$ cat src/rtl/sqrt_pkg.sv
// sqrt_pkg: shared widths for the square-root datapath and its result FIFO.
package sqrt_pkg;
  localparam int SQRT_ROOT_W     = 8;
  localparam int SQRT_FIFO_DEPTH = 4;
  localparam int SQRT_PTR_W      = $clog2(SQRT_FIFO_DEPTH);
  localparam int SQRT_CNT_W      = SQRT_PTR_W + 1;
endpackage

$ cat src/rtl/sqrt_result_fifo_if.sv
// sqrt_result_fifo_if: valid/ready result stream from the FIFO head to its consumer.
interface sqrt_result_fifo_if
  import sqrt_pkg::*;
#(
  parameter int DATA_WIDTH = SQRT_ROOT_W
);
  logic                  res_valid_o;
  logic                  res_ready_i;
  logic [DATA_WIDTH-1:0] res_data_o;
  modport master (output res_valid_o, res_data_o, input res_ready_i);
  modport slave  (input res_valid_o, res_data_o, output res_ready_i);
endinterface

$ cat src/rtl/sqrt_result_fifo_rise_detect.sv
// rise_detect: one-cycle pulse on a 0->1 transition of d; RST_VAL=1 suppresses a pulse for d held high through reset.
module rise_detect #(
  parameter logic RST_VAL = 1'b1
) (
  input  logic clk,
  input  logic rst,
  input  logic d,
  output logic rise
);
  logic q;
  always_ff @(posedge clk or posedge rst)
    if (rst) q <= RST_VAL;
    else     q <= d;
  assign rise = d & ~q;
endmodule

$ cat src/rtl/sqrt_result_fifo.sv
// sqrt_result_fifo: show-ahead FIFO capturing the datapath root on each rising edge of ready_i.
module sqrt_result_fifo
  import sqrt_pkg::*;
#(
  parameter int DATA_WIDTH = SQRT_ROOT_W,
  parameter int DEPTH      = SQRT_FIFO_DEPTH
) (
  input  logic                     clk,
  input  logic                     rst,
  input  logic                     ready_i,
  input  logic [DATA_WIDTH-1:0]    root_i,
  sqrt_result_fifo_if.master       res,
  output logic [$clog2(DEPTH):0]   count_o,
  output logic                     full_o,
  output logic                     empty_o,
  output logic                     overflow_o,
  input  logic                     clr_ovf_i
);
  localparam int PW = $clog2(DEPTH);
  localparam int CW = PW + 1;
  logic [DATA_WIDTH-1:0] mem [DEPTH];
  logic [PW-1:0]         wr_ptr, rd_ptr;
  logic [CW-1:0]         count;
  logic                  capture, pop, wr, ovf_set;
  rise_detect #(.RST_VAL(1'b1)) u_rise (
    .clk  (clk),
    .rst  (rst),
    .d    (ready_i),
    .rise (capture)
  );
  assign full_o          = count == CW'(DEPTH);
  assign empty_o         = count == '0;
  assign count_o         = count;
  assign res.res_valid_o = ~empty_o;
  assign res.res_data_o  = mem[rd_ptr];
  assign pop             = res.res_valid_o & res.res_ready_i;
  // When full, a simultaneous pop frees the head slot, which is also the tail slot.
  assign wr              = capture & (~full_o | pop);
  assign ovf_set         = capture & full_o & ~pop;
  always_ff @(posedge clk)
    if (wr) mem[wr_ptr] <= root_i;
  always_ff @(posedge clk or posedge rst)
    if (rst) begin
      wr_ptr     <= '0;
      rd_ptr     <= '0;
      count      <= '0;
      overflow_o <= 1'b0;
    end else begin
      wr_ptr     <= wr ? wr_ptr + PW'(1) : wr_ptr;
      rd_ptr     <= pop ? rd_ptr + PW'(1) : rd_ptr;
      count      <= count + CW'(wr) - CW'(pop);
      overflow_o <= ovf_set ? 1'b1 : clr_ovf_i ? 1'b0 : overflow_o;
    end
endmodule
$ cat src/flat_wrapper.sv
// flat-port wrapper written by rule: the top's interface ports become plain ports
module sqrt_result_fifo_flat import sqrt_pkg::*;
#(
  parameter int DATA_WIDTH = SQRT_ROOT_W,
  parameter int DEPTH      = SQRT_FIFO_DEPTH
)
  (clk, rst, ready_i, root_i, count_o, full_o, empty_o, overflow_o, clr_ovf_i, res_res_valid_o, res_res_data_o, res_res_ready_i);
  sqrt_result_fifo_if #(.DATA_WIDTH(DATA_WIDTH)) res_i ();
  input  logic clk;
  input  logic rst;
  input  logic ready_i;
  input  logic [DATA_WIDTH-1:0] root_i;
  output logic [$clog2(DEPTH):0] count_o;
  output logic full_o;
  output logic empty_o;
  output logic overflow_o;
  input  logic clr_ovf_i;
  output wire logic [$bits(res_i.res_valid_o)-1:0] res_res_valid_o;
  output wire logic [$bits(res_i.res_data_o)-1:0] res_res_data_o;
  input wire logic [$bits(res_i.res_ready_i)-1:0] res_res_ready_i;
  assign res_res_valid_o = res_i.res_valid_o;
  assign res_res_data_o = res_i.res_data_o;
  assign res_i.res_ready_i = res_res_ready_i;
  sqrt_result_fifo #(.DATA_WIDTH(DATA_WIDTH), .DEPTH(DEPTH)) u_core (.clk(clk), .rst(rst), .ready_i(ready_i), .root_i(root_i), .res(res_i), .count_o(count_o), .full_o(full_o), .empty_o(empty_o), .overflow_o(overflow_o), .clr_ovf_i(clr_ovf_i));
endmodule
$ cat config.mk
export PLATFORM = sky130hd
export DESIGN_NAME = sqrt_result_fifo_flat
export DESIGN_NICKNAME = d
export VERILOG_FILES = /design/src/rtl/sqrt_pkg.sv /design/src/rtl/sqrt_result_fifo_if.sv /design/src/rtl/sqrt_result_fifo_rise_detect.sv /design/src/rtl/sqrt_result_fifo.sv /design/src/flat_wrapper.sv
export SDC_FILE = /design/constraint.sdc
export NUM_CORES = 1
export LEC_CHECK = 0
export CAP_MARGIN = 25
export CORE_MARGIN = 3
export CORE_UTILIZATION = 46
export DETAILED_ROUTE_END_ITERATION = 6
export PLACE_DENSITY = 0.73
export SYNTH_ARGS = -nofsm -noshare
export SYNTH_HDL_FRONTEND = slang
export SYNTH_SLANG_ARGS = --single-unit
$ cat constraint.sdc
create_clock -name clk -period 2 [get_ports clk]
set_input_delay 0.4 -clock clk [delete_from_list [all_inputs] [get_ports clk]]
set_output_delay 0.4 -clock clk [all_outputs]
set_load 0.005 [all_outputs]
Yosys cells after proc, flatten, opt, wreduce, memory -nomap -nowiden
Memory sizes are Yosys's and may differ from the RTL's.
Index checks and enable logic that the tools add are counted.
- bits in registers: 9
- RAM bits: 32
- bits of input ports: 13
- output and inout bits: 15
- word-level logic and storage cells: 27
- memories kept: 1
- memories (memory ; depth ; width ; read ports ; clocked after Yosys merged registers in ; write ports ; line ; text):
    u_core.mem ; 4 ; 8 ; 1 ; 0 ; 1 ; sqrt_result_fifo.sv:21 ; logic [DATA_WIDTH-1:0] mem [DEPTH];
- $add $sub $neg: 4
- equality and inequality tests: 1
- multiplexer cells: 4
- bitwise operators: 10
- reduce and logical (&&, ||, !) cells: 2
- operator list (operator ; number):
    bitwise AND 1 bit ; 5
    adder 2 x 1 -> 2 bit, second input constant ; 2
    two-way mux 1 bit ; 4
    inverter 1 bit ; 4
    adder 3 x 1 -> 3 bit ; 1
    equality test 3 bit, second input constant ; 1
    logical NOT 3 bit ; 1
    subtractor 3 x 1 -> 3 bit ; 1
    nonzero test 2 bit ; 1
    OR 1 bit ; 1

Logic depth before layout (Yosys ltp)
- word-level depth: 7
- depth in mapped cells: 7
- depth with buffers taken out: 7

Modules after synthesis
Synthesis repeated with hierarchy kept, for this count alone.
- cells, all modules: 85
- area, all modules: 1674.1 um^2
- modules (own cells, without submodules) (module ; instances ; cells an instance ; area each (um^2) ; sequential area each (um^2)):
    sqrt_result_fifo ; 1 ; 82 ; 1630.3 ; 1161.1
    rise_detect ; 1 ; 3 ; 43.8 ; 26.3

Worst setup path after synthesis
No wires, ideal clock.
- path kind: register to register
- start: register u_core.count[1] (netlist: u_core.count_o[1])
- end: register u_core.count[2] (netlist: u_core.count_o[2])
- setup time: 125 ps
- arrival: 1930 ps
- required time: 1875 ps
- slack: -55 ps
- stages on the path, launching flop included: 8
- buffers on the path: 0
- period minus slack after synthesis: 2055 ps
- path through: dfrtp_1 o31a_2 ha_1 inv_1 ha_1 fa_1 xor2_1 xnor2_1
- cells in the longest elaborated chain, start to end: 7
- elaborated cells between the ends (all ways): 9
- classes of those cells: add/sub: 2; eq/ne: 1; bitwise: 5; reduce/logical: 1
- ends and longest elaborated chain (item ; line ; text):
    from (decl) ; sqrt_result_fifo.sv:23 ; logic [CW-1:0] count;
    from (signal assigned) ; sqrt_result_fifo.sv:51 ; count <= count + CW'(wr) - CW'(pop);
    logical NOT 3 bit * ; sqrt_result_fifo.sv:32 ; assign empty_o = count == '0;
    inverter 1 bit * ; sqrt_result_fifo.sv:34 ; assign res.res_valid_o = ~empty_o;
    bitwise AND 1 bit * ; sqrt_result_fifo.sv:36 ; assign pop = res.res_valid_o & res.res_ready_i;
    named net u_core.pop ; sqrt_result_fifo.sv:24 ; logic capture, pop, wr, ovf_set;
    OR 1 bit ; sqrt_result_fifo.sv:38 ; assign wr = capture & (~full_o | pop);
    bitwise AND 1 bit ; sqrt_result_fifo.sv:38 ;
    adder 3 x 1 -> 3 bit ; sqrt_result_fifo.sv:51 ;
    subtractor 3 x 1 -> 3 bit * ; sqrt_result_fifo.sv:51 ;
Mark *: on every way through the listed nets, which the timed path passes. The rest lies on a longest branch.
A chain may end at the register's enable or synchronous reset.

Worst setup path after layout
- start: register u_core.rd_ptr[0]
- end: output port res_res_data_o[4]
- cells in the longest elaborated chain, start to end: 1
- ends and longest elaborated chain (item ; line ; text):
    from (decl) ; sqrt_result_fifo.sv:22 ; logic [PW-1:0] wr_ptr, rd_ptr;
    from (signal assigned) ; sqrt_result_fifo.sv:50 ; rd_ptr <= pop ? rd_ptr + PW'(1) : rd_ptr;
    memory (4 x 8 bit) ; -- ;
    to (decl) ; flat_wrapper.sv:19 ; output wire logic [$bits(res_i.res_data_o)-1:0] res_res_data_o;
No other way between the ends.

==> run summary <==
========================================================================================
Post-route worst setup slack                                                     36.1 ps
Switching share of total power                                                     0.295
Fraction of power consumed by sequential logic                                     0.429
Layout overhead on the synthesized area                                            32.3%
Post-Synthesis Net Count                                                             106
Post-Layout Cell Count                                                               184
Most numerous cell in the Yosys netlist                                     sky130_fd_sc_hd__edfxtp_1
Clock-pin slew on the worst setup and hold paths                                  100 ps
Detailed placer's ending HPWL                                                    1940 um
Number of synthesized flops with an enable pin                                        32
Die Width                                                                        66.3 um
Number of antenna violations at the first check in global routing                      0
Cell types with the largest area share after synthesis                      sky130_fd_sc_hd__edfxtp_1, sky130_fd_sc_hd__dfrtp_1, sky130_fd_sc_hd__mux4_2
Internal power                                                                   1.95 mW
Boundary pin count                                                                    28
Final setup violating endpoints                                                        0
Final hold viol count                                                                  0
Number of port buffers                                                                27
Minimum period implied by the final worst setup slack                            1960 ps
Cell Chain, Critical Path                                                   buf_6 -> buf_6 -> mux4_2 -> buf_2
Comb pwr share                                                                     0.436
Slowest CP cell                                                             sky130_fd_sc_hd__mux4_2
Max_slew headroom                                                                  0.730
Clock skew after layout                                                          8.33 ps
TritonCTS clock tree                                                                done
Area of the mapped netlist                                                  0.00167 mm^2
Share of the synthesized area in compound gates (AO/OA/AOI/OAI)                   0.0187
FILL cells                                                                           254
Count of mapped cells out of synthesis                                                86
Aggregate routed wire length                                                     2900 um
Share of the synthesized area in the top cell type                                 0.575
DRC violations left                                                                    0
Number of antenna cells inserted                                                       0
Die ar.                                                                     0.00439 mm^2
Simple-gate share of the synthesized area                                         0.0434
Startpoint kind of the worst setup timing path                                 flip-flop
Yosys reg bits                                                                        41
Yosys top cell by area                                                      sky130_fd_sc_hd__edfxtp_1
Clock power frac                                                                   0.135
CTS buffer count                                                                       5
Multiplexer area fraction after synthesis                                          0.117
Top FF cell, synth                                                          sky130_fd_sc_hd__edfxtp_1
Largest net degree at the start of global routing                                     13
Arr. time, crit path                                                             1560 ps
Max-cap viol count                                                                     0
Number of nets with antenna violations after detailed routing                          0
Pwr dens                                                                    1250 mW/mm^2
Worst-skew pair later-pin latency                                                 350 ps
Asr flop ratio synth                                                               0.220
Clock root buffer                                                           sky130_fd_sc_hd__clkbuf_4
Floorplan row count                                                                   21
Setup repair after global routing missed its margin                                 true
Category of cells accounting for the largest share of critical-path delay   multiplexers
Pre-CTS setup slack                                                              -217 ps
Num Clock Sinks                                                                       41
All-layer global routing usage                                                     0.156
Endpoint kind of the worst setup timing path                                primary output
Number of placed instances with taps included                                        164
Maximum fanout along the worst path                                                    3
Slew of the pin with the lowest slew margin                                       405 ps
First-pass GRT wire length                                                       4730 um
Fmax                                                                             509 MHz
Mean area per synthesized cell                                                 19.4 um^2
Post-route fraction of the period consumed by the critical path                    0.982
Die Y                                                                            66.3 um
Area of the multi-input gates                                                   477 um^2
Switching power total                                                             815 uW
Total area of sequential cells                                              0.00119 mm^2
Number of warnings issued by yosys                                                     0
CP bufs+invs                                                                           3
Total Nets Final                                                                     157
Main combinational cell family by area after synthesis                      multiplexers
Max rail drop VDD                                                               0.717 mV
H-tree depth                                                                           2
Core area                                                                   0.00342 mm^2
Drt first pass iters                                                                   2
Worst min-delay path class                                                      in2async
Share of post-route cells with drive strength above 1                              0.406
Worst setup path category                                                        reg2out
Cell types with the highest counts after synthesis                          sky130_fd_sc_hd__edfxtp_1, sky130_fd_sc_hd__inv_1, sky130_fd_sc_hd__dfrtp_1, sky130_fd_sc_hd__mux4_2, sky130_fd_sc_hd__ha_1
WL per Instance                                                                  15.8 um
Dominant cell type by count on the critical path                            sky130_fd_sc_hd__buf_6
Final core area utilization                                                        0.647
RD Place Congestion                                                                0.715
Overflow left after global routing                                                     0
Run status                                                                     completed
Power, Total                                                                     2.77 mW
Count of pins over their slew limit                                                    0
Netlist cell types                                                                    22
Xor/xnor cell area share of the yosys netlist                                     0.0262
Number of global-route vias before repair                                            990
Hold-fix buffers, CTS                                                                  0
Area share of fa/ha/maj cells after synthesis                                     0.0569
Number of vias in the routed layout                                                  878
DRC marker count from the first detailed-route iteration                              42
Sequential-to-total area share from yosys stat                                     0.710
Largest stage delay on the critical path                                          490 ps
Starting utilization of the core area                                              0.489
Static leakage                                                                  0.857 nW
Worst hold slack across all endpoints                                             311 ps
Ratio of routed vias to standard cells                                              4.77
Critical Path RT                                                                 1600 ps
Maximum buffer depth of the clock tree                                                 2
========================================================================================
[registers in the layout, summed over array words and instances, names as in the netlist]
register	cells
u_core.mem	32
u_core.rd_ptr	2
u_core.overflow_o	1
u_core.u_rise.q	1
u_core.wr_ptr	2
u_core.count_o	3
[kinds of logic (layout without fill, tap and decap cells)]
group	after synthesis	in the layout
simple gates	9	9
xor+xnor	5	5
fa+ha+maj	7	7
mux	9	9
flops	41	41
compound gates	3	3
buf+inv	12	64
[power groups by stage]
stage | combinational, mW | clock, mW | sequential (mW)
floorplan | 0.555 | 0 | 1.17
global placement | 1.00 | 0 | 1.21
detailed placement | 1.04 | 0 | 1.22
CTS | 1.23 | 0.383 | 1.19
global route | 1.33 | 0.414 | 1.21
finish | 1.21 | 0.374 | 1.19
[path summary, 6_finish.rpt]
check	cells past startpoint	slack [ps]	start	to
max reg2reg	7	40	u_core.count_o[1]$_DFF_PP0_	u_core.count_o[2]$_DFF_PP0_
max	4	40	u_core.rd_ptr[0]$_DFFE_PP0P_	res_res_data_o[4]
min reg2reg	2	540	u_core.overflow_o$_DFFE_PP0P_	u_core.overflow_o$_DFFE_PP0P_
min in group clk	1	500	ready_i	u_core.u_rise.q$_DFF_PP1_
max in group asynchronous	2	1390	rst	u_core.u_rise.q$_DFF_PP1_
min	2	310	rst	u_core.overflow_o$_DFFE_PP0P_
[layer usage]
layer  global-route usage  up-vias  share of wire
li1                     -      422              -
met1                0.170      434           0.38
met2                0.269       16           0.55
met3               0.0442        6          0.043
met4               0.0914        0          0.018
met5                    0        -              0
[worst register-to-register path, stage by stage, from the launching register on]
cell                      delay, ps
sky130_fd_sc_hd__dfrtp_2        440
sky130_fd_sc_hd__o31a_4         370
sky130_fd_sc_hd__ha_4           270
sky130_fd_sc_hd__inv_2           40
sky130_fd_sc_hd__ha_4           140
sky130_fd_sc_hd__fa_2           330
sky130_fd_sc_hd__xor2_1         150
sky130_fd_sc_hd__xnor2_1        120
[stage by stage]
stage          setup TNS, ps  area (um^2)
6_report                   0         2210
5_1_grt                -45.7         2210
4_1_cts                 -196         2220
2_1_floorplan              0         1680
3_5_place_dp            -285         2060
3_3_place_gp            -171         2060
[final cells by class]
class	instances	area share
Sequential cell	41	0.538
Multi-Input combinational cell	33	0.216
Timing Repair Buffer	46	0.181
Tap cell	46	0.0260
Clock buffer	5	0.0170
Inverter	10	0.0170
Clock inverter	3	0.00566
[repair_timing]
item,4_1_cts,5_1_grt
buffers inserted,15,0
gates resized for setup,45,6
pin swaps,6,5
cloned,0,0
endpoints found under the setup margin,12,11
[layout by cell type, fill, tap and decap left out, types with 3 or more instances in the layout]
cell type / Yosys / final
sky130_fd_sc_hd__clkdlybuf4s50_1: 0 / 16
sky130_fd_sc_hd__mux4_2: 8 / 8
sky130_fd_sc_hd__buf_6: 0 / 5
sky130_fd_sc_hd__and2_2: 3 / 3
sky130_fd_sc_hd__clkbuf_4: 0 / 5
sky130_fd_sc_hd__edfxtp_1: 32 / 32
sky130_fd_sc_hd__dfrtp_1: 8 / 7
sky130_fd_sc_hd__buf_2: 1 / 7
sky130_fd_sc_hd__buf_4: 0 / 14
sky130_fd_sc_hd__xnor2_1: 3 / 3
sky130_fd_sc_hd__ha_1: 6 / 4
sky130_fd_sc_hd__inv_1: 10 / 9
No activity file was read; power rests on OpenSTA's default activity.
